## src/rtl/mul_div_iter.sv

```systemverilog
// Iterative multiply/divide unit retiring BPC bits per cycle.
// Signed operands are reduced to magnitudes at start; signs are restored in FIX.
module mul_div_iter #(
  parameter int RV  = 32,
  parameter int BPC = 1,
  parameter int DIV = 1
) (
  input  logic          clk,
  input  logic          reset,
  input  logic          start,
  input  logic [2:0]    op,
  input  logic [RV-1:0] a,
  input  logic [RV-1:0] b,
  input  logic          kill,
  output logic          busy,
  output logic          done,
  output logic [RV-1:0] result,
  output logic [RV-1:0] result_hi
);
  localparam int NIT = RV / BPC;
  localparam int CW  = (NIT > 1) ? $clog2(NIT) : 1;

  typedef enum logic [1:0] {S_IDLE, S_RUN, S_FIX, S_DONE} state_e;

  state_e          state_q, state_d;
  logic [CW-1:0]   cnt_q, cnt_d;
  logic [2*RV-1:0] acc_q, acc_d;
  logic [RV-1:0]   opnd_q, opnd_d;
  logic [2:0]      op_q, op_d;
  logic            sa_q, sa_d, sb_q, sb_d, skip_q, skip_d;
  logic            busy_q, busy_d, done_q, done_d;
  logic [RV-1:0]   res_q, res_d, res_hi_q, res_hi_d;

  logic            sgn_a_s, sgn_b_s, skip_run_s;
  logic [RV-1:0]   abs_a_s, abs_b_s;
  logic [RV+BPC-1:0] mul_sum_s;
  logic [2*RV-1:0] mul_next_s, div_next_s, prod_s;
  logic [RV:0]     r_s;
  logic [RV-1:0]   qt_s, quot_s, rem_s;

  // Start-cycle operand conditioning: sign flags and magnitudes
  always_comb begin
    sgn_a_s    = a[RV-1] && (op == 3'd1 || op == 3'd2 || op == 3'd4 || op == 3'd6);
    sgn_b_s    = b[RV-1] && (op == 3'd1 || op == 3'd4 || op == 3'd6);
    abs_a_s    = sgn_a_s ? -a : a;
    abs_b_s    = sgn_b_s ? -b : b;
    skip_run_s = op[2] && ((DIV == 0) || (b == '0));
  end

  // One multiply iteration: add BPC-bit partial product to the high half, shift right
  always_comb begin
    mul_sum_s  = {{BPC{1'b0}}, acc_q[2*RV-1:RV]}
               + ({{BPC{1'b0}}, opnd_q} * {{RV{1'b0}}, acc_q[BPC-1:0]});
    mul_next_s = {mul_sum_s, acc_q[RV-1:BPC]};
  end

  // BPC restoring-divide steps on {remainder, quotient}
  always_comb begin
    r_s  = {1'b0, acc_q[2*RV-1:RV]};
    qt_s = acc_q[RV-1:0];
    for (int k = 0; k < BPC; k++) begin
      r_s  = {r_s[RV-1:0], qt_s[RV-1]};
      qt_s = {qt_s[RV-2:0], 1'b0};
      if (r_s >= {1'b0, opnd_q}) begin
        r_s     = r_s - {1'b0, opnd_q};
        qt_s[0] = 1'b1;
      end else begin
        qt_s[0] = 1'b0;
      end
    end
    div_next_s = {r_s[RV-1:0], qt_s};
  end

  // Sign restoration; a divide-by-zero quotient stays all ones, its remainder returns to a
  always_comb begin
    prod_s = (sa_q ^ sb_q) ? -acc_q : acc_q;
    quot_s = ((sa_q ^ sb_q) && !skip_q) ? -acc_q[RV-1:0] : acc_q[RV-1:0];
    rem_s  = sa_q ? -acc_q[2*RV-1:RV] : acc_q[2*RV-1:RV];
  end

  // Next-state and datapath control
  always_comb begin
    state_d  = state_q;
    cnt_d    = cnt_q;
    acc_d    = acc_q;
    opnd_d   = opnd_q;
    op_d     = op_q;
    sa_d     = sa_q;
    sb_d     = sb_q;
    skip_d   = skip_q;
    res_d    = res_q;
    res_hi_d = res_hi_q;
    case (state_q)
      S_IDLE, S_DONE: begin
        if (start && !kill) begin
          op_d   = op;
          sa_d   = sgn_a_s;
          sb_d   = sgn_b_s;
          skip_d = skip_run_s;
          if (op[2]) begin
            opnd_d = abs_b_s;
            acc_d  = {{RV{1'b0}}, abs_a_s};
          end else begin
            opnd_d = abs_a_s;
            acc_d  = {{RV{1'b0}}, abs_b_s};
          end
          if (skip_run_s) begin
            acc_d   = {abs_a_s, {RV{1'b1}}};
            cnt_d   = '0;
            state_d = S_FIX;
          end else begin
            cnt_d   = CW'(NIT - 1);
            state_d = S_RUN;
          end
        end else begin
          state_d = S_IDLE;
        end
      end
      S_RUN: begin
        if (kill) begin
          state_d = S_IDLE;
        end else begin
          acc_d = op_q[2] ? div_next_s : mul_next_s;
          if (cnt_q == '0) begin
            state_d = S_FIX;
          end else begin
            cnt_d = cnt_q - CW'(1);
          end
        end
      end
      S_FIX: begin
        if (kill) begin
          state_d = S_IDLE;
        end else begin
          state_d = S_DONE;
          case (op_q)
            3'd0: begin
              res_d    = prod_s[RV-1:0];
              res_hi_d = prod_s[2*RV-1:RV];
            end
            3'd1, 3'd2, 3'd3: begin
              res_d    = prod_s[2*RV-1:RV];
              res_hi_d = prod_s[RV-1:0];
            end
            3'd4, 3'd5: begin
              res_d    = (DIV != 0) ? quot_s : '0;
              res_hi_d = (DIV != 0) ? rem_s : '0;
            end
            default: begin
              res_d    = (DIV != 0) ? rem_s : '0;
              res_hi_d = (DIV != 0) ? quot_s : '0;
            end
          endcase
        end
      end
      default: state_d = S_IDLE;
    endcase
    busy_d = (state_d == S_RUN) || (state_d == S_FIX);
    done_d = (state_d == S_DONE);
  end

  // State and output registers
  always_ff @(posedge clk) begin
    if (reset) begin
      state_q  <= S_IDLE;
      cnt_q    <= '0;
      acc_q    <= '0;
      opnd_q   <= '0;
      op_q     <= 3'd0;
      sa_q     <= 1'b0;
      sb_q     <= 1'b0;
      skip_q   <= 1'b0;
      busy_q   <= 1'b0;
      done_q   <= 1'b0;
      res_q    <= '0;
      res_hi_q <= '0;
    end else begin
      state_q  <= state_d;
      cnt_q    <= cnt_d;
      acc_q    <= acc_d;
      opnd_q   <= opnd_d;
      op_q     <= op_d;
      sa_q     <= sa_d;
      sb_q     <= sb_d;
      skip_q   <= skip_d;
      busy_q   <= busy_d;
      done_q   <= done_d;
      res_q    <= res_d;
      res_hi_q <= res_hi_d;
    end
  end

  assign busy      = busy_q;
  assign done      = done_q;
  assign result    = res_q;
  assign result_hi = res_hi_q;
endmodule

```

## config.mk

```make
export PLATFORM = sky130hd
export DESIGN_NAME = mul_div_iter
export DESIGN_NICKNAME = d
export VERILOG_FILES = /design/src/rtl/mul_div_iter.sv
export SDC_FILE = /design/constraint.sdc
export NUM_CORES = 1
export LEC_CHECK = 0
export ABC_AREA = 1
export CORE_MARGIN = 8
export CORE_UTILIZATION = 34
export DETAILED_ROUTE_END_ITERATION = 6
export PLACE_DENSITY = 0.49
export SYNTH_ARGS = -nofsm -noshare
export SYNTH_HDL_FRONTEND = slang
export SYNTH_SLANG_ARGS = --single-unit
```

## constraint.sdc

```tcl
create_clock -name clk -period 5.2 [get_ports clk]
set_clock_uncertainty 0.2 [all_clocks]
set_input_delay 0.52 -clock clk [delete_from_list [all_inputs] [get_ports clk]]
set_output_delay 0.52 -clock clk [all_outputs]
set_load 0.03 [all_outputs]
```

* After elaboration in Yosys (flattened, before gate mapping)
Index checks and enable logic that the tools add are counted.
** Storage, ports and cells
- Register bits :: 175
- Latch bits :: 0
- Memory bits (writable) :: 0
- Bits in read-only memories :: 0
- Input bits :: 71
- Output and inout port bits :: 66
- Logic and storage cells :: 94
- Memories :: 0
** Cells by class
- Add/subtract/negate cells :: 8
- $mul :: 1
- Divide/modulo/power cells :: 0
- $lt $le $gt $ge :: 1
- Equal/unequal tests :: 18
- Shift operators :: 0
- Mux-type cells :: 27
- Bitwise gates (word level) :: 2
- Reductions and logical operators :: 25
** Operator list (count)
- two-way mux 64 bit :: 5
- two-way mux 32 bit :: 7
- case mux 32 bit (3 select lines) :: 2
- negation 32 bit :: 4
- case mux 64 bit (2 select lines) :: 1
- negation 64 bit :: 1
- adder 32 x 33 -> 33 bit :: 1
- greater-or-equal comparator 33 x 32 -> 1 bit :: 1
- multiplier 32 x 1 -> 33 bit :: 1
- zero test 32 bit :: 1
- subtractor 32 bit :: 1
- two-way mux 5 bit :: 4
- == test 3 bit, second input constant :: 4
- two-way mux 2 bit :: 5
- case mux 5 bit (2 select lines) :: 1
- == test 3 x 2 -> 1 bit, second input constant :: 3
- == test 2 bit, second input constant :: 4
- == test 3 x 1 -> 1 bit, second input constant :: 2
- logical OR 1 bit :: 6
- inequality test 2 bit, second input constant :: 3
- case mux 2 bit (3 select lines) :: 1
- logical AND 1 bit :: 5
- zero test 5 bit :: 1
- subtractor 5 x 1 -> 5 bit, second input constant :: 1
- 13 further kinds :: 17

* Longest topological paths before layout
Gate-level depths: netlist of run 1.
- Depth after elaboration :: 10
- Mapped depth :: 20
- Mapped depth without buffers :: 18

* Worst setup path after synthesis of run 1
OpenSTA, ideal clock, no wires.
- Kind :: flip-flop to flip-flop
- From :: register acc_q[0]
- To :: register acc_q[63]
- Library setup time :: 122 ps
- Arrival :: 2228 ps
- Required time :: 4878 ps
- Path slack :: 2650 ps
- Stages on the path, launching flop included :: 21
- Path buffers :: 2
- Cell sequence :: dfxtp_1 -> buf_2 -> buf_1 -> nand2_1 -> inv_1 -> ha_1 -> fa_1 -> nand3_1 -> nand2_1 -> nand2_1 -> nand2_1 -> nand2_1 -> nand2_1 -> nand2_1 -> nand2_1 -> nand2_1 -> nand2_1 -> nand2_1 -> nand2_1 -> nand2_1 -> a21oi_2
** On the way
- Cells in the longest elaborated chain, start to end :: 5
** RTL lines
- start: declaration :: RTL line 27 : logic [2*RV-1:0] acc_q, acc_d;
- start signal: assignment :: RTL line 167 : acc_q <= '0;
- start signal: assignment :: RTL line 180 : acc_q <= acc_d;
- multiplier 32 x 1 -> 33 bit :: RTL line 53 : + ({{BPC{1'b0}}, opnd_q} * {{RV{1'b0}}, acc_q[BPC-1:0]});
- adder 32 x 33 -> 33 bit :: RTL line 53
- two-way mux 64 bit :: RTL line 123 : acc_d = op_q[2] ? div_next_s : mul_next_s;
- two-way mux 64 bit :: RTL line 120 : if (kill) begin
- case mux 64 bit (2 select lines) :: RTL line 93 : case (state_q)
No other way between the ends. The select of a mux whose other input is x is not followed.
A chain may end at the register's enable or synchronous reset.

* Final worst setup path of run 1
- From :: input port op[2]
- To :: register opnd_q[21]
** On the way
- Cells in the longest elaborated chain, start to end :: 7
- Elaborated cells between the ends (all ways) :: 14
** RTL lines
- start: declaration :: RTL line 11 : input logic [2:0] op,
- == test 3 x 1 -> 1 bit or == test 3 x 2 -> 1 bit (tied branches) :: RTL line 43, 44
- logical OR 1 bit (3 in a row) :: RTL line 43 : sgn_a_s = a[RV-1] && (op == 3'd1 || op == 3'd2 || op == 3'd4 || op == 3'd6);
- logical AND 1 bit :: RTL line 43
- two-way mux 32 bit :: RTL line 45 : abs_a_s = sgn_a_s ? -a : a;
- two-way mux 32 bit (*) :: RTL line 100 : if (op[2]) begin
- end signal: assignment :: RTL line 181 : opnd_q <= opnd_d;
- end: declaration :: RTL line 28 : logic [RV-1:0] opnd_q, opnd_d;
Every way passes the cells marked *; elsewhere a longest branch is shown, timed or not.

==> results of run 1 <==
## how the worst min path moves through the flow
| stage | to | slack (ns) | depth (start not counted) |
|---|---|---|---|
| floorplan | cnt_q[1] | 0.25 | 2 |
| global placement | result_hi[20] | 0.25 | 2 |
| detailed placement | result_hi[30] | 0.26 | 2 |
| CTS | result_hi[30] | 0.27 | 2 |
| global route | cnt_q[2] | 0.29 | 2 |
| finish | result_hi[30] | 0.26 | 2 |
## per-stage QoR
| stage | hold slack, ns | utilization (%) |
|---|---|---|
| floorplan | 0.245 | - |
| global placement | 0.254 | 37.6 |
| detailed placement | 0.255 | 37.6 |
| CTS | 0.267 | 38.7 |
| global route | 0.290 | 38.7 |
| finish | 0.265 | 38.7 |
## layout make-up
class	instances	area, um^2	area share [%]
well taps	782	978	4.19
multi-input cells	3019	14700	63.0
clock inverters	15	211	0.905
flip-flops and latches	175	3510	15.0
clock buffers	17	425	1.82
repair buffers	181	1710	7.32
inverters	483	1820	7.78
## worst max-delay path, stage by stage
cell and delay [ns]:
clkdlybuf4s50_1 0.75, nor2_1 0.10, nor2_1 0.15, nand2_1 0.12, a21oi_4 0.56, o21ai_0 0.24
xor2_1 0.64, nand2_1 0.10, a31oi_1 0.52
## power by group through the flow
stage	logic, uW	registers [uW]	clock network [uW]
floorplan	1670	1470	0
global route	2750	1520	1530
CTS	2460	1510	1490
detailed placement	2450	1550	0
finish	2540	1520	1470
global placement	2480	1550	0
## flip-flops by register name, summed over array words and instances, names as in the netlist, 2 cells and up
name       cells
state_q        2
result        32
cnt_q          5
op_q           3
opnd_q        32
result_hi     32
acc_q         64
## cells by family (layout without fill, tap and decap cells)
logic type | Yosys count | count (layout)
AND/OR/NAND/NOR | 2189 | 2189
AO/OA/AOI/OAI | 649 | 649
buffers and inverters | 642 | 696
flip-flops | 175 | 175
XOR/XNOR | 107 | 107
adder cells (fa/ha/maj) | 74 | 74
## cells in the mapped netlist (16+ instances only)
cell / number
o21ai_1: 28
o211ai_1: 29
inv_1: 464
xor2_1: 91
buf_2: 39
dfxtp_1: 175
nor3_1: 31
clkbuf_1: 85
o21ai_0: 233
nor2_1: 376
ha_1: 72
a31oi_1: 18
xnor2_1: 16
nor2_2: 18
nand3_1: 399
nand4_1: 40
nand2_1: 1257
buf_1: 21
a21oi_1: 273
a21oi_2: 19
## routing by layer
metal	vias up	GRT usage (%)	part of all wire, %
met1	11900	41.6	44
li1	12400	-	-
met2	1324	46.5	42
met3	215	5.37	9.5
met4	4	14.2	5.0
met5	-	0	0.021
==> summary.txt, run 1 <==
CTS
  • H-tree lvl count: 4
  • Num CTS Buffers: 17
  • Root Buffer: clkbuf_16
  • Post-CTS setup buffer count: 0
  • Clock Tree Buf Depth: 2
  • Clock latency on the worst-skew pair: between 0.5 and 0.6 ns
  • Post-cts sizing count: 0
  • Number of clock sinks: roughly 180
  • CTS tree: yes
  • Post-CTS Hold Fix Bufs: 0
  • Clock-pin slew on the worst setup and hold paths: 0.08 ns

Power
  • Comb pwr share: between 40% and 50%
  • Sw Share: between 40% and 50%
  • VDD IR-drop max: 0.000277 V
  • P_sw: between 2000 and 3000 uW
  • Cell-internal power: about 2800 uW
  • Pwr Density: ~240 nW/um^2
  • Seq pwr share: 27.5%
  • Pwr Total: roughly 5500 uW
  • LEAKAGE: 0.0113 uW
  • Share of power burned in the clock network: between 20% and 30%

Critical path
  • Worst setup EP type: register
  • FF-to-FF path depth: 14
  • Critical path peak fanout: 25
  • Kind of critical path: in2reg
  • Worst reg2reg setup slack: between 1.5 and 2 ns
  • Startpoint types: input pin
  • Reg-to-reg endpoint: acc_q[48]
  • Reg-to-reg critical path startpoint: acc_q[61]
  • CP Data Arrival Time: roughly 3.7 ns
  • Crit path from: op[2]
  • Crit path to: opnd_q[21]
  • Req. time, crit path: approximately 5.3 ns

Synthesis
  • Mapped Cells: between 3000 and 4000
  • Proportion of synthesized chip area in sequential cells: 16.9%
  • Synth Area in Adders: between 4 and 5%
  • Synth warnings: 0
  • Seq cells post-synth: ~180
  • Post-Synth Simple-Gate Area: 44.5%
  • Synth Area per Inst: between 5 and 6 um^2
  • Leading post-synthesis cells by cell area: nand2_1 (23%), dfxtp_1 (17%), nand3_1 (9.6%)
  • Compound-cell area share of the yosys netlist: 17.2%
  • Post-synthesis cell type count: 60
  • Top-area cell type share of the netlist area: ~23%
  • Post-synth EDFFs: 0
  • Mapped Nets: approximately 4000
  • Post-synthesis xor/xnor area fraction: 4.52%
  • Top_reg_cell synth: dfxtp_1
  • Most area-hungry cell type in the Yosys netlist: nand2_1
  • Main combinational cell family by area after synthesis: simple AND/OR/NAND/NOR gates
  • Mux share of post-synthesis cell area: 0%
  • Mapped Area: ~21000 um^2
  • Post-synthesis async set-or-reset flop share: 0%

Finish
  • Most common cell after layout, fill and taps aside: nand2_1
  • Layout area overhead: 12.6%
  • Post-Layout Cell Count: about 4700
  • Commonest cells after routing, fill and taps aside: nand2_1 (1256), inv_1 (462), nand3_1 (399)
  • FILL cells: between 7000 and 8000
  • Finished layout cell area: roughly 23000 um^2
  • Inserted Diodes: 0
  • Fraction of layout cells with a size suffix above 1: 4.73%
  • # nets final: 4022

Worst hold path
  • Worst min-delay path startpoint: result_hi[30]
  • Hold Crit Class: reg2reg

STA
  • Final Max Tran Viols: 0
  • RSZ-0062 raised after global routing: false
  • Fmax: ~280 MHz
  • Final setup fails: 0
  • Final hold violation count: 0
  • Fin crit share: approximately 69%
  • Min Tclk post-route: about 3.6 ns
  • Slew HR: about a third
  • Setup_tns: 0 ns
  • Final setup margin: 1.61 ns
  • Worst Tran Pin Value: 1.03 ns

Drt
  • Wirelength per Cell: roughly 23 um
  • Remaining antenna violation count: 0
  • DRC Markers: 0
  • 1st-iter DRT viols: ~2900
  • DR vias/cell: around 5.5
  • Final wirelength: roughly 110 mm
  • Vias post-DR: 25800
  • Pre-Repair DR Iteration Count: 6

Global route
  • Gr usage total: just over 30%
  • Largest net degree at the start of global routing: 81
  • Grt ovf: 0
  • First-pass GRT wire length: ~160 mm
  • Initial antenna violation count: 3
  • Vias in the first global route: between 20000 and 25000

Die
  • Num rows: 90
  • Placeable Area: a little over 60000 um^2
  • Top-Level Pins: between 100 and 150
  • Die X: about 260 um
  • Die area: between 60000 and 70000 um^2
  • Die Height: about 260 um
  • Initial Util: 34.4%

Placement
  • Final GP Congestion: approximately 1.1
  • DP Wirelength: between 80 and 90 mm
  • Worst slack, placed: roughly 1.2 ns
  • Dpl cells: between 4000 and 5000
  • Post-place instance area: 22700 um^2
  • IO buf count: about 140

Flow run
  • Maxcap violations: 0

Outcome
  • Outcome: finished clean
Power figures use the tool's default switching activity.
==> run 2, diff against run 1 <==
--- a/config.mk
+++ b/config.mk
@@ -9,7 +9,7 @@
 export CORE_MARGIN = 8
 export CORE_UTILIZATION = 34
 export DETAILED_ROUTE_END_ITERATION = 6
-export PLACE_DENSITY = 0.49
+export PLACE_DENSITY = 0.51
 export SYNTH_ARGS = -nofsm -noshare
 export SYNTH_HDL_FRONTEND = slang
 export SYNTH_SLANG_ARGS = --single-unit
==> constraint.sdc (replaced) <==
create_clock -name clk -period 3.25 [get_ports clk]
set_clock_uncertainty 0.2 [all_clocks]
set_input_delay 0.325 -clock clk [delete_from_list [all_inputs] [get_ports clk]]
set_output_delay 0.325 -clock clk [all_outputs]
set_load 0.03 [all_outputs]
==> run 2 against run 1 <==
Register-to-register slack got worse by 1.5 ns. Worst setup slack got worse by 1.4 ns. Critical endpoint is now acc_q[39]. Critical path depth rose by 7. First-iteration DRC count fell by 3.6%.
==> summary.txt, run 2 (synthesized netlist as in run 1, its figures left out) <==
Drt
  • Final wirelength: 109 mm (-0.58%)
  • Wirelength per Cell: 22.8 um (-2.9%)
  • Pre-Repair DR Iteration Count: 5 (-1)
  • DRC Markers: 0 (unchanged)
  • Vias post-DR: 26100 (+1.0%)
  • 1st-iter DRT viols: 2844 (-3.6%)
  • Remaining antenna violation count: 0 (unchanged)
  • DR vias/cell: 5.45 (-1.3%)

Finish
  • Most common cell after layout, fill and taps aside: nand2_1
  • Fraction of layout cells with a size suffix above 1: 7.47% (+2.7 points)
  • FILL cells: 6919 (-1.7%)
  • Max reg flops: 64 (unchanged)
  • Layout area overhead: 17.2%
  • Commonest cells after routing, fill and taps aside: nand2_1 (1255), inv_1 (462), nand3_1 (399)
  • Biggest register: acc_q
  • Inserted Diodes: 0 (unchanged)
  • # nets final: 4133 (+2.8%)
  • Register area: 3510 um^2 (unchanged)
  • Area of the multi-input gates: 14700 um^2 (about the same)

Global route
  • Initial antenna violation count: 0 (-3)
  • Gr usage total: 30.3% (-0.23 points)
  • Vias in the first global route: 23900 (-1.8%)
  • Largest net degree at the start of global routing: 104 (+28%)
  • First-pass GRT wire length: 160 mm (-1.1%)
  • Grt ovf: 0 (unchanged)

Critical path
  • CP Data Arrival Time: 3.26 ns (-0.47 ns)
  • Kind of critical path: reg2reg
  • Worst setup EP type: register
  • FF-to-FF path depth: 16 (+2)
  • Req. time, crit path: 3.42 ns (-1.91 ns)
  • Startpoint types: register
  • Critical path peak fanout: 14 (-44%)

Flow run
  • Maxcap violations: 0 (unchanged)

STA
  • Final setup fails: 0 (unchanged)
  • RSZ-0062 raised after global routing: false
  • Final hold slack: 0.143 ns (-0.122 ns)
  • Worst Tran Pin Value: 0.944 ns (-0.0812 ns)
  • Final Max Tran Viols: 0 (unchanged)
  • Fin crit share: between 90% and 100%
  • Setup_tns: 0 ns (unchanged)
  • Slew HR: 37.0% (+5.5 points)
  • Fmax: 323 MHz
  • Final hold violation count: 0 (unchanged)
  • Min Tclk post-route: a little over 3 ns

Power
  • VDD IR-drop max: 0.000397 V (+43%)
  • Pwr Density: 369 nW/um^2 (+56%)
  • LEAKAGE: 0.0119 uW (+5.2%)

CTS
  • Root Buffer: clkbuf_16
  • Clock Tree Buf Depth: 2 (unchanged)
  • Num CTS Buffers: 17 (unchanged)
  • H-tree lvl count: 4 (unchanged)
  • Clock latency on the worst-skew pair: 0.50 ns (about the same)
  • Number of clock sinks: 175 (unchanged)
  • CTS tree: yes
  • Clock-pin slew on the worst setup and hold paths: 0.08 ns (about the same)

Die
  • Die X: 263 um (unchanged)
  • Placeable Area: 60400 um^2 (unchanged)
  • Num rows: 90 (unchanged)
  • Initial Util: 34.4% (unchanged)
  • Die Height: 263 um (unchanged)
  • Die area: 69200 um^2 (unchanged)
  • Top-Level Pins: 137 (unchanged)

Outcome
  • Outcome: finished clean

Worst hold path
  • Hold Crit Class: in2reg
  • Hold Path Stages: 3 (+1)

Placement
  • DP Wirelength: 88.5 mm (+1.3%)
  • IO buf count: 136 (unchanged)
  • Final GP Congestion: 1.04 (-0.56%)
[run 2: where the power goes]
group          leakage, uW  total (uW)  switching [uW]  internal, uW
Clock             0.000308        2290            1150          1140
Combinational       0.0102        4310            3000          1310
Sequential         0.00142        2370             141          2230
Total               0.0119        8960            4290          4670
[run 2: worst paths after layout]
check / end / slack [ns] / from
worst max-delay path: acc_q[39] / 0.16 / opnd_q[15]
worst min register to register: result[31] / 0.26 / result[31]
worst min-delay path: result_hi[8] / 0.14 / reset
worst max register to register: acc_q[39] / 0.16 / opnd_q[15]
[run 2: stage by stage]
| stage | worst slack (ns) | instances | util (%) | area [um^2] | power (uW) |
|---|---|---|---|---|---|
| floorplan | 0.700 | 3836 | - | 20700 | 5030 |
| global placement | 0.160 | 4751 | 39.2 | 23700 | 6610 |
| detailed placement | 0.148 | 4751 | 39.2 | 23700 | 6590 |
| CTS | 0.188 | 4783 | 40.3 | 24300 | 8880 |
| global route | 0.0142 | 4783 | 40.3 | 24300 | 9460 |
| finish | 0.158 | 4783 | 40.3 | 24300 | 8960 |
[run 2: final cells by class]
type	count	share of cell area, %
multi-input cells	3019	60.6
repair buffers	292	10.9
clock inverters	14	0.798
clock buffers	18	1.81
flip-flops and latches	175	14.4
inverters	483	7.47
well taps	782	4.03
[run 2: per-layer routing]
layer	routed length, um	share of wire [%]	vias to the layer above	track usage [%]
li1	-	-	12600	-
met5	0	0	-	0
met2	44300	41	1317	44.5
met1	48400	44	11900	42.5
met4	5810	5.3	0	14.4
met3	10300	9.5	196	5.27
[run 2: worst max-delay path, cell delays in order, from the launching register on]
cell and delay, ns:
dfxtp_1 0.46, inv_1 0.12, ha_1 0.42, nand2_1 0.20, inv_1 0.09, nand2_1 0.05, nand2_1 0.12, inv_1 0.06
nand2_1 0.09, inv_1 0.05, nand2_2 0.10, nand2_4 0.06, nand2_4 0.15, buf_4 0.23, o21ai_0 0.09, o21bai_1 0.31
a21oi_1 0.12
[run 2: timing repair]
item                                    CTS  global route
setup buffers                             0             0
hold buffers                              0             0
endpoints found under the setup margin    0             7
gates resized for setup                   0             6
hold endpoints to repair                  0             0
